[src/rtl/serializer_pkg.sv]
// Shared types and helpers for the MSB-first parallel-to-serial converter.
// Optional even-parity trailer cycle is enabled with SERIALIZER_PARITY_EN.
package serializer_pkg;

  typedef enum logic [1:0] {
    IDLE   = 2'd0,
    SEND   = 2'd1,
    PARITY = 2'd2
  } state_t;

  localparam int unsigned MIN_MOD = 3;

  // Number of bits to send; 0 marks a rejected word (mod 1 or 2).
  function automatic int unsigned calc_n(input int unsigned mod_v, input int unsigned w);
    if (mod_v == 0)
      return w;
    else if (mod_v < MIN_MOD)
      return 0;
    else
      return mod_v;
  endfunction

endpackage

[src/rtl/serializer.sv]
// Parallel-to-serial converter: shifts N bits of a word out MSB-first with a valid strobe.
// Define SERIALIZER_PARITY_EN to append an even-parity bit after the data bits.
module serializer
  import serializer_pkg::*;
#(
  parameter int W     = 16,
  parameter int MOD_W = $clog2(W)
) (
  input  logic             clk_i,
  input  logic             srst_i,
  input  logic [W-1:0]     data_i,
  input  logic [MOD_W-1:0] data_mod_i,
  input  logic             data_val_i,
  output logic             ser_data_o,
  output logic             ser_data_val_o,
  output logic             busy_o
);

  // Counter must hold N=W, one bit wider than the mod field.
  localparam int CNT_W = MOD_W + 1;

  state_t           r_state, w_state_nxt;
  logic [W-1:0]     r_shift, w_shift_nxt;
  logic [CNT_W-1:0] r_cnt, w_cnt_nxt;
  logic             r_ser_data, w_ser_data_nxt;
  logic             r_ser_val, w_ser_val_nxt;
  logic             r_busy, w_busy_nxt;
  logic [CNT_W-1:0] w_n;
  logic             w_accept;
`ifdef SERIALIZER_PARITY_EN
  logic             r_par, w_par_nxt;
`endif

  assign w_n      = CNT_W'(calc_n(32'(data_mod_i), W));
  assign w_accept = data_val_i && (w_n != '0);

  always_ff @(posedge clk_i) begin
    if (srst_i) begin
      r_state    <= IDLE;
      r_shift    <= '0;
      r_cnt      <= '0;
      r_ser_data <= 1'b0;
      r_ser_val  <= 1'b0;
      r_busy     <= 1'b0;
`ifdef SERIALIZER_PARITY_EN
      r_par      <= 1'b0;
`endif
    end else begin
      r_state    <= w_state_nxt;
      r_shift    <= w_shift_nxt;
      r_cnt      <= w_cnt_nxt;
      r_ser_data <= w_ser_data_nxt;
      r_ser_val  <= w_ser_val_nxt;
      r_busy     <= w_busy_nxt;
`ifdef SERIALIZER_PARITY_EN
      r_par      <= w_par_nxt;
`endif
    end
  end

  // Next-state and next-output logic; the bit driven next cycle is chosen here
  // so every output leaves a flop.
  always_comb begin
    w_state_nxt    = r_state;
    w_shift_nxt    = r_shift;
    w_cnt_nxt      = r_cnt;
    w_ser_data_nxt = 1'b0;
    w_ser_val_nxt  = 1'b0;
    w_busy_nxt     = 1'b0;
`ifdef SERIALIZER_PARITY_EN
    w_par_nxt      = r_par;
`endif
    case (r_state)
      IDLE: begin
        if (w_accept) begin
          w_state_nxt    = SEND;
          w_shift_nxt    = data_i << 1;
          w_cnt_nxt      = w_n;
          w_ser_data_nxt = data_i[W-1];
          w_ser_val_nxt  = 1'b1;
          w_busy_nxt     = 1'b1;
`ifdef SERIALIZER_PARITY_EN
          w_par_nxt      = data_i[W-1];
`endif
        end
      end
      SEND: begin
        if (r_cnt > CNT_W'(1)) begin
          w_shift_nxt    = r_shift << 1;
          w_cnt_nxt      = r_cnt - CNT_W'(1);
          w_ser_data_nxt = r_shift[W-1];
          w_ser_val_nxt  = 1'b1;
          w_busy_nxt     = 1'b1;
`ifdef SERIALIZER_PARITY_EN
          w_par_nxt      = r_par ^ r_shift[W-1];
`endif
        end else begin
          w_cnt_nxt = '0;
`ifdef SERIALIZER_PARITY_EN
          w_state_nxt    = PARITY;
          w_ser_data_nxt = r_par;
          w_ser_val_nxt  = 1'b1;
          w_busy_nxt     = 1'b1;
`else
          w_state_nxt    = IDLE;
`endif
        end
      end
      PARITY:  w_state_nxt = IDLE;
      default: w_state_nxt = IDLE;
    endcase
  end

  assign ser_data_o     = r_ser_data;
  assign ser_data_val_o = r_ser_val;
  assign busy_o         = r_busy;

endmodule

[config.mk]
export PLATFORM = sky130hd
export DESIGN_NAME = serializer
export DESIGN_NICKNAME = d
export VERILOG_FILES = /design/src/rtl/serializer_pkg.sv /design/src/rtl/serializer.sv
export SDC_FILE = /design/constraint.sdc
export NUM_CORES = 1
export LEC_CHECK = 0
export BUFFER_PORTS_ARGS = -buffer_cell sky130_fd_sc_hd__clkbuf_2
export CAP_MARGIN = 20
export CORE_MARGIN = 2
export CORE_UTILIZATION = 55
export CTS_BUF_LIST = sky130_fd_sc_hd__clkbuf_4
export DETAILED_ROUTE_END_ITERATION = 8
export PLACE_DENSITY = 0.9
export RECOVER_POWER = 100
export REMOVE_ABC_BUFFERS = 1
export SETUP_SLACK_MARGIN = 0.2
export SYNTH_ARGS = -nofsm -noshare
export SYNTH_HDL_FRONTEND = slang
export SYNTH_SLANG_ARGS = --single-unit
[constraint.sdc]
create_clock -name clk_i -period 4.65 [get_ports clk_i]
set_input_delay 1.395 -clock clk_i [delete_from_list [all_inputs] [get_ports clk_i]]
set_output_delay 1.395 -clock clk_i [all_outputs]
set_load 0.02 [all_outputs]
Yosys cells after proc, flatten, opt, wreduce, memory -nomap -nowiden
Cells that the tools add are included.
- output and inout bits: 3
- word-level logic and storage cells: 37
- bits of input ports: 23
- bits in registers: 25
- add/subtract/negate cells: 1
- reductions and logical operators: 8
- multiplexer cells: 17
- equality and inequality tests: 4
- order comparisons: 2
- operators with widths (kind ; count):
    2-to-1 mux 16 bit ; 2
    one-hot mux 16 bit (2 select lines) ; 1
    2-to-1 mux 5 bit ; 3
    one-hot mux 5 bit (2 select lines) ; 1
    != test 2 bit (second input constant) ; 3
    > comparator 5 x 1 -> 1 bit (second input constant) ; 1
    nonzero test 5 bit ; 1
    subtractor 5 x 1 -> 5 bit (second input constant) ; 1
    zero test 4 bit ; 1
    less-than comparator 4 x 2 -> 1 bit (second input constant) ; 1
    2-to-1 mux 1 bit ; 4
    2-to-1 mux 2 bit ; 2
    2-to-1 mux 4 bit ; 1
    one-hot mux 1 bit (2 select lines) ; 2
    one-hot mux 2 bit (2 select lines) ; 1
    AND reduction 2 bit ; 2
    AND reduction 3 bit ; 1
    == test 2 x 1 -> 1 bit (second input constant) ; 1
    zero test 2 bit ; 1
    nonzero test 2 bit ; 1
    logical AND 1 bit ; 1

Logic depth before layout (Yosys ltp)
Gate-level depths: netlist (run 1).
- depth after elaboration: 7
- mapped depth: 8
- depth with buffers taken out: 6

Worst setup path before layout (run 1)
Ideal clock, no wire load.
- path kind: input to register
- from: in data_mod_i[1]
- to: reg r_shift[10]
- slack: 1.976 ns
- arrival: 2.588 ns
- data required time: 4.564 ns
- stages: 7
- library setup time: 0.086 ns
- cell sequence: xnor2_1 > o311a_1 > buf_6 > or2_1 > buf_6 > buf_6 > a211oi_1
- cells in the longest elaborated chain, start to end: 7
- elaborated cells between the ends (all ways): 8
- RTL lines (what ; line ; text):
    start, declared ; serializer.sv:12 ; input logic [MOD_W-1:0] data_mod_i,
    less-than comparator 4 x 2 -> 1 bit ; serializer_pkg.sv:17 ; else if (mod_v < MIN_MOD)
    2-to-1 mux 4 bit ; serializer_pkg.sv:17 ;
    2-to-1 mux 5 bit (*) ; serializer_pkg.sv:15 ; if (mod_v == 0)
    nonzero test 5 bit (*) ; serializer.sv:35 ; assign w_accept = data_val_i && (w_n != '0);
    logical AND 1 bit (*) ; serializer.sv:35 ;
    != test 2 bit (no line) (*) ; n/a ;
    AND reduction 3 bit (no line) (*) ; n/a ;
    end signal, assigned ; serializer.sv:50 ; r_shift <= w_shift_nxt;
    end, declared ; serializer.sv:23 ; logic [W-1:0] r_shift, w_shift_nxt;
Mark *: on every way between the ends. The rest lies on a longest branch, timed or not.
A chain may end at the register's enable or synchronous reset.

Final worst setup path (run 1)
- from: reg r_state[0]
- to: reg r_shift[4]
- cells in the longest elaborated chain, start to end: 3
- elaborated cells between the ends (all ways): 7
- RTL lines (what ; line ; text):
    start, declared ; serializer.sv:22 ; state_t r_state, w_state_nxt;
    start signal, assigned ; serializer.sv:49 ; r_state <= w_state_nxt;
    == test 2 x 1 -> 1 bit or zero test 2 bit (tied branches) ; serializer.sv:73 ; case (r_state)
    != test 2 bit (no line) or nonzero test 2 bit (tied branches) ; n/a ;
    AND reduction 3 bit (no line) ; n/a ;
Several ways; a longest one is shown, not always the timed one.

==> out/summary.txt, run 1 <==
Status -> finished clean
Final Core Density -> 0.650
Comb pwr share -> 0.253
Hold Slack -> 0.533 ns
Inserted Diodes -> 0
Placed insts -> 171
DIE WIDTH -> 50.1 µm
Sequential area share after synthesis -> 0.394
HP Start -> r_cnt[3]
Most frequent cells in the layout -> dfxtp_1, clkbuf_2, nor3_1
Pwr dens -> 360 nW/µm²
RSZ-0062 raised after global routing -> no
M1 GR Usage -> 0.251
Synth area leaders -> dfxtp_1, mux2i_1, a211oi_1, nor3_1, buf_6
H-tree depth -> 1
Hold Vio Cnt, Final -> 0
# fillers -> 165
Met3 Usage GRT -> 0.0273
Yosys top cell area share -> 0.394
DR WL/cell -> 13.7 µm
Synth Register Bits -> 23
Worst-Margin Slew -> 0.981 ns
Largest net degree at the start of global routing -> 24
Final Critical Period -> 3.31 ns
First-pass DRT Iterations -> 4
Die area -> 2510 µm²
Clock latency on the worst-skew pair -> 0.31 ns
Startpoint types -> flip-flop
Commonest non-fill, non-tap cell in the layout -> dfxtp_1
DR iter-0 viols -> 17
Initial core utilization -> 0.590
GRT Overall Usage -> 0.198
Drt total wl -> 2400 µm
Post-synth top area cell -> dfxtp_1
Place WS -> 1.44 ns
CP peak stage delay -> 0.99 ns
Reg power frac -> 0.530
Core footprint -> 1980 µm²
Nets@finish -> 174
GRT Residual Overflow -> 0
Gr busiest metal -> met2
Rel. slew slack -> 0.345
CTS Sinks -> 23
Net load switching power -> 0.148 mW
Crit path required time -> 4.80 ns
CTS max path bufs -> 2
TNS Setup -> 0 ns
Final ANT Viol Nets -> 0
Antenna violations before repair -> 0
Switching Fraction -> 0.320
Worst flop-to-flop path startpoint -> r_state[0]
# IOs -> 26
Power share of the clock group -> 0.217
Max Freq -> 302 MHz
Post_cts resized -> 0
Crit end category -> flip-flop
Multi-input logic area -> 621 µm²
CP bufs+invs -> 2
Worst reg-to-reg setup slack -> 1.34 ns
Placer Congestion -> 0.901
Crit share post-route -> 0.712
Via count -> 1,027
Share of cells above drive strength 1 -> 0.182
Hold Path End -> r_cnt[3]
Slowest cell on crit path -> dfxtp_1
Cells after Synth -> 129
CP Class -> reg -> reg
# port buffers -> 25
TritonCTS Buffers -> 3
Arrival @ worst endpoint -> 3.46 ns
Yosys warns -> 0
Final non-filler cell total -> 175
Post-DP HPWL -> 1720 µm
Syn avg cell area -> 9.07 µm²
CTS tree -> done
Pint -> 0.315 mW
Crit Path Max Fanout -> 21
Setup violations, final -> 0
CTS clk-pin slew, worst paths -> 0.12 ns
Setup Fix Bufs, Post-CTS -> 0
Placement Cell Area -> 1270 µm²
Sequential Area -> 460 µm²
Row cnt -> 16
Max VDD drop -> 239 µV
Worst clock skew -> 0.00997 ns
First-pass GRT wire length -> 3940 µm
Hold buffer count at cts -> 0
Worst path cell trace -> inv_1 > a21oi_1 > clkbuf_1 > or2_0 > a211oi_1
R2R cell count -> 5
Hold/Removal Path Class -> reg -> reg
Vias per cell -> 5.87
Die height -> 50.1 µm
# DRC -> 0
Design area -> 1290 µm²
Met2 Usage GRT -> 0.338
Tot Pwr -> 0.464 mW
Delay-heaviest family, CP -> buffers and inverters
Synth cell types -> 34
Area of the mapped netlist -> 1170 µm²
Vias in the first global route -> 963
Root Driver -> clkbuf_4
Worst hold path stage count -> 2
Fin. max-slew vios -> 0
Max-cap violations -> 0
P&R area growth vs syn -> 10.1%
Leak -> 0.510 nW
RR Endpoint -> r_shift[4]
Final worst slack -> 1.34 ns
-- final cells by class --
| type | instances | area share |
|---|---|---|
| clock buffer | 4 | 0.0233 |
| tap | 27 | 0.0262 |
| timing repair buffer | 26 | 0.0962 |
| multi-input combinational | 90 | 0.482 |
| inverter | 5 | 0.0146 |
| sequential | 23 | 0.358 |
-- metal layers --
| metal | wire length (µm) | vias up |
|---|---|---|
| met5 | 0 | - |
| met4 | 0 | 0 |
| li1 | - | 518 |
| met1 | 1100 | 476 |
| met3 | 124 | 0 |
| met2 | 1170 | 33 |
-- cells in the mapped netlist, drive strengths merged --
master	count
nor3	17
o21bai	1
a211oi	15
a31oi	2
o311a	1
buf	7
nand2	4
a221oi	1
or2	2
a22oi	2
a32oi	1
nand4	1
or3	1
nor2b	3
o21ai	2
nand3	2
o31ai	1
ha	2
clkbuf	4
o22ai	1
dfxtp	23
or3b	1
inv	5
a2bb2oi	1
a21oi	4
nor2	6
xnor2	1
a211o	3
mux2i	14
a21o	1
-- cells by family (layout without fill, tap and decap cells) --
| group | after synthesis | count (layout) | share of synthesized area |
|---|---|---|---|
| simple gates | 37 | 37 | 0.158 |
| compound gates | 36 | 36 | 0.224 |
| flops | 23 | 23 | 0.394 |
| buf+inv | 16 | 35 | 0.0759 |
| mux | 14 | 14 | 0.120 |
| fa+ha+maj | 2 | 2 | 0.0214 |
| xor+xnor | 1 | 1 | 0.00749 |
-- worst min-delay path: cells and delay by family, from the launching register on --
family | cells | cell delay (ns)
flip-flops | 1 | 0.35
AO/OA/AOI/OAI | 2 | 0.15
-- worst max path at each step --
| stage | start | endpoint | slack, ns | cells after the start |
|---|---|---|---|---|
| after global placement | data_mod_i[0] | r_shift[6] | 1.53 | 5 |
| after CTS | data_mod_i[0] | r_shift[5] | 1.76 | 5 |
| after detailed placement | data_mod_i[0] | r_shift[5] | 1.44 | 5 |
| after global routing | r_state[0] | r_shift[5] | 1.08 | 5 |
| after floorplan | data_mod_i[0] | r_shift[10] | 1.94 | 4 |
| final | r_state[0] | r_shift[4] | 1.34 | 5 |
-- power groups by stage --
stage	logic [mW]	clock network, mW	registers (mW)
after floorplan	0.0813	0	0.247
after global placement	0.112	0	0.248
after detailed placement	0.119	0	0.250
after CTS	0.119	0.101	0.245
after global routing	0.130	0.110	0.249
final	0.117	0.101	0.246
-- flip-flops by register name, summed over array words and instances, names as in the netlist --
signal,cells
busy_o,1
r_shift,15
r_cnt,5
ser_data_o,1
r_state,1
Note: power is estimated with default switching activity, not from simulation.
==> run 2: changes to the inputs <==
--- a/config.mk
+++ b/config.mk
@@ -8,10 +8,10 @@
 export BUFFER_PORTS_ARGS = -buffer_cell sky130_fd_sc_hd__clkbuf_2
 export CAP_MARGIN = 20
 export CORE_MARGIN = 2
-export CORE_UTILIZATION = 55
+export CORE_UTILIZATION = 50
 export CTS_BUF_LIST = sky130_fd_sc_hd__clkbuf_4
 export DETAILED_ROUTE_END_ITERATION = 8
-export PLACE_DENSITY = 0.9
+export PLACE_DENSITY = 0.86
 export RECOVER_POWER = 100
 export REMOVE_ABC_BUFFERS = 1
 export SETUP_SLACK_MARGIN = 0.2
==> constraint.sdc (replaced) <==
create_clock -name clk_i -period 2.7 [get_ports clk_i]
set_input_delay 0.81 -clock clk_i [delete_from_list [all_inputs] [get_ports clk_i]]
set_output_delay 0.81 -clock clk_i [all_outputs]
set_load 0.02 [all_outputs]
==> run 2 against run 1 <==
Compared with the run above: register-to-register slack worse by 0.82 ns; clock power grew 66%; sequential share of layout area is 0.51 points lower; cell count increased by 2.3%; critical path depth grew 2; routed wire length is 3.6% higher; die area rose by 9.2%; combinational power increased by 85%; utilization down 5.9 points; via count increased by 1.5%; sequential power up 69%; fmax rose by 52%; critical path type unchanged; highest routed layer is now met4.
==> out/summary.txt, run 2 (synthesis results as in run 1) <==
Via count -> 1,042 (+1.5%)
Rel. slew slack -> 0.650 (+0.305)
GRT Residual Overflow -> 0 (unchanged)
Final ANT Viol Nets -> 0 (unchanged)
RR Endpoint -> r_shift[3]
R2R cell count -> 7 (+2)
Share of cells above drive strength 1 -> 0.185 (+0.00300)
Die area -> 2740 µm² (+9.2%)
Crit path required time -> 2.89 ns (-1.91 ns)
Max Freq -> 458 MHz (+52%)
GRT Overall Usage -> 0.199 (+0.000458)
Crit Path Max Fanout -> 16 (-24%)
Core footprint -> 2210 µm² (+12%)
CTS clk-pin slew, worst paths -> 0.14 ns (+0.02 ns)
RSZ-0062 raised after global routing -> no
Hold/Removal Path Class -> reg -> reg
Post_cts resized -> 0 (unchanged)
Initial core utilization -> 0.529 (-0.0614)
Die height -> 52.4 µm (+4.5%)
Setup violations, final -> 0 (unchanged)
First-pass DRT Iterations -> 4 (unchanged)
Hold Path End -> r_cnt[3]
Slowest cell on crit path -> or2_1
Inserted Diodes -> 0 (unchanged)
Nets@finish -> 177 (+1.7%)
Worst path cell trace -> inv_1 > ha_1 > o21bai_1 > a21oi_1 > clkbuf_1 > or2_1 > a211oi_1
Comb pwr share -> 0.271 (+0.018)
Reg power frac -> 0.519 (-0.011)
Largest net degree at the start of global routing -> 24 (unchanged)
Worst-Margin Slew -> 0.525 ns (-0.456 ns)
Largest regs -> r_shift: 15 flops, r_cnt: 5 flops
Power share of the clock group -> 0.210 (-0.007)
Tot Pwr -> 0.799 mW (+72%)
Final Core Density -> 0.590 (-0.0591)
Pint -> 0.536 mW (+70%)
Multi-input logic area -> 621 µm² (unchanged)
Final Critical Period -> 2.18 ns (-1.13 ns)
DIE WIDTH -> 52.4 µm (+4.5%)
HP Start -> r_cnt[3]
P&R area growth vs syn -> 11.7%
DR iter-0 viols -> 12 (-5)
Worst hold path stage count -> 2 (unchanged)
Leak -> 0.515 nW (+1.1%)
Setup Fix Bufs, Post-CTS -> 0 (unchanged)
Placer Congestion -> 0.788 (-12%)
CTS tree -> done
Hold Vio Cnt, Final -> 0 (unchanged)
Max VDD drop -> 418 µV (+75%)
Crit end category -> flip-flop
CTS max path bufs -> 2 (unchanged)
CP peak stage delay -> 0.51 ns (-0.48 ns)
Pwr dens -> 612 nW/µm² (+70%)
Commonest non-fill, non-tap cell in the layout -> dfxtp_1
Most frequent cells in the layout -> dfxtp_1, clkbuf_2, nor3_1
Switching Fraction -> 0.330 (+0.00994)
Vias per cell -> 5.82 (-0.81%)
DR WL/cell -> 13.9 µm (+1.3%)
TritonCTS Buffers -> 3 (unchanged)
Max reg flops -> 15 (unchanged)
# fillers -> 205 (+24%)
Net load switching power -> 0.264 mW (+78%)
# IOs -> 26 (unchanged)
Row cnt -> 17 (+1)
Fin. max-slew vios -> 0 (unchanged)
Status -> finished clean
Root Driver -> clkbuf_4
# port buffers -> 25 (unchanged)
Drt total wl -> 2490 µm (+3.6%)
Startpoint types -> flip-flop
H-tree depth -> 1 (unchanged)
Antenna violations before repair -> 0 (unchanged)
Hold buffer count at cts -> 0 (unchanged)
Crit path from -> r_cnt[1]
CTS Sinks -> 23 (unchanged)
TNS Setup -> 0 ns (unchanged)
Worst reg-to-reg setup slack -> 0.52 ns (-0.82 ns)
Most flops, register -> r_shift
Post-DP HPWL -> 1770 µm (+3.4%)
Max-cap violations -> 0 (unchanged)
Clock latency on the worst-skew pair -> 0.32 ns (about the same)
First-pass GRT wire length -> 4130 µm (+4.7%)
Crit share post-route -> 0.808 (+0.0956)
Sequential Area -> 460 µm² (unchanged)
Worst flop-to-flop path startpoint -> r_cnt[1]
Worst clock skew -> 0.00712 ns (-0.00285 ns)
# DRC -> 0 (unchanged)
CP Class -> reg -> reg
Arrival @ worst endpoint -> 2.37 ns (-1.09 ns)
Vias in the first global route -> 959 (-0.42%)
==> run 2: changes by cell type in the layout (fill, tap and decap cells not counted), sizes merged <==
| cell | before | now |
|---|---|---|
| buf | 0 | 2 |
| clkinvlp | 0 | 1 |
==> run 2: cell type report <==
| type | count | area share |
|---|---|---|
| Timing Repair Buffer | 29 | 0.108 |
| Clock buffer | 3 | 0.0172 |
| Sequential cell | 23 | 0.352 |
| Multi-Input combinational cell | 90 | 0.475 |
| Clock inverter | 1 | 0.00575 |
| Tap cell | 28 | 0.0268 |
| Inverter | 5 | 0.0144 |
==> run 2: worst max-delay path by stage <==
| stage | end | slack (ns) | cells past startpoint |
|---|---|---|---|
| 6_report | r_shift[3] | 0.52 | 7 |
| 5_1_grt | r_shift[3] | 0.31 | 7 |
| 4_1_cts | r_shift[2] | 0.70 | 5 |
| 3_5_place_dp | r_shift[13] | 0.36 | 5 |
| 3_3_place_gp | r_shift[8] | 0.45 | 5 |
| 2_1_floorplan | r_shift[10] | 0.15 | 4 |
==> run 2: stage by stage <==
| step | setup slack (ns) | hold WS, ns | area (µm²) | instances |
|---|---|---|---|---|
| floorplan | 0.154 | 0.476 | 1100 | 118 |
| global placement | 0.446 | 0.504 | 1290 | 175 |
| detailed placement | 0.362 | 0.518 | 1290 | 175 |
| CTS | 0.701 | 0.537 | 1320 | 179 |
| global route | 0.309 | 0.569 | 1310 | 179 |
| finish | 0.518 | 0.531 | 1310 | 179 |
==> run 2: power by group through the flow <==
stage          clock network, mW  registers (mW)  logic [mW]
6_report                   0.168           0.415       0.216
5_1_grt                    0.184           0.420       0.241
4_1_cts                    0.170           0.413       0.221
3_5_place_dp                   0           0.420       0.220
3_3_place_gp                   0           0.418       0.210
2_1_floorplan                  0           0.426       0.140
==> run 2: critical path, delay by kind of cell, from the launching register on <==
family                   cells  cell delay [ns]
AND/OR/NAND/NOR              1             0.51
AO/OA/AOI/OAI                3             0.49
flip-flops                   1             0.40
adder cells (fa/ha/maj)      1             0.17
buffers and inverters        2             0.47
==> run 2: layer usage <==
layer  vias to the layer above  track usage  share of wire
met1                       487        0.250           0.48
li1                        526            -              -
met2                        26        0.344           0.47
met4                         0       0.0641          0.012
met3                         3       0.0314          0.041
met5                         -            0              0
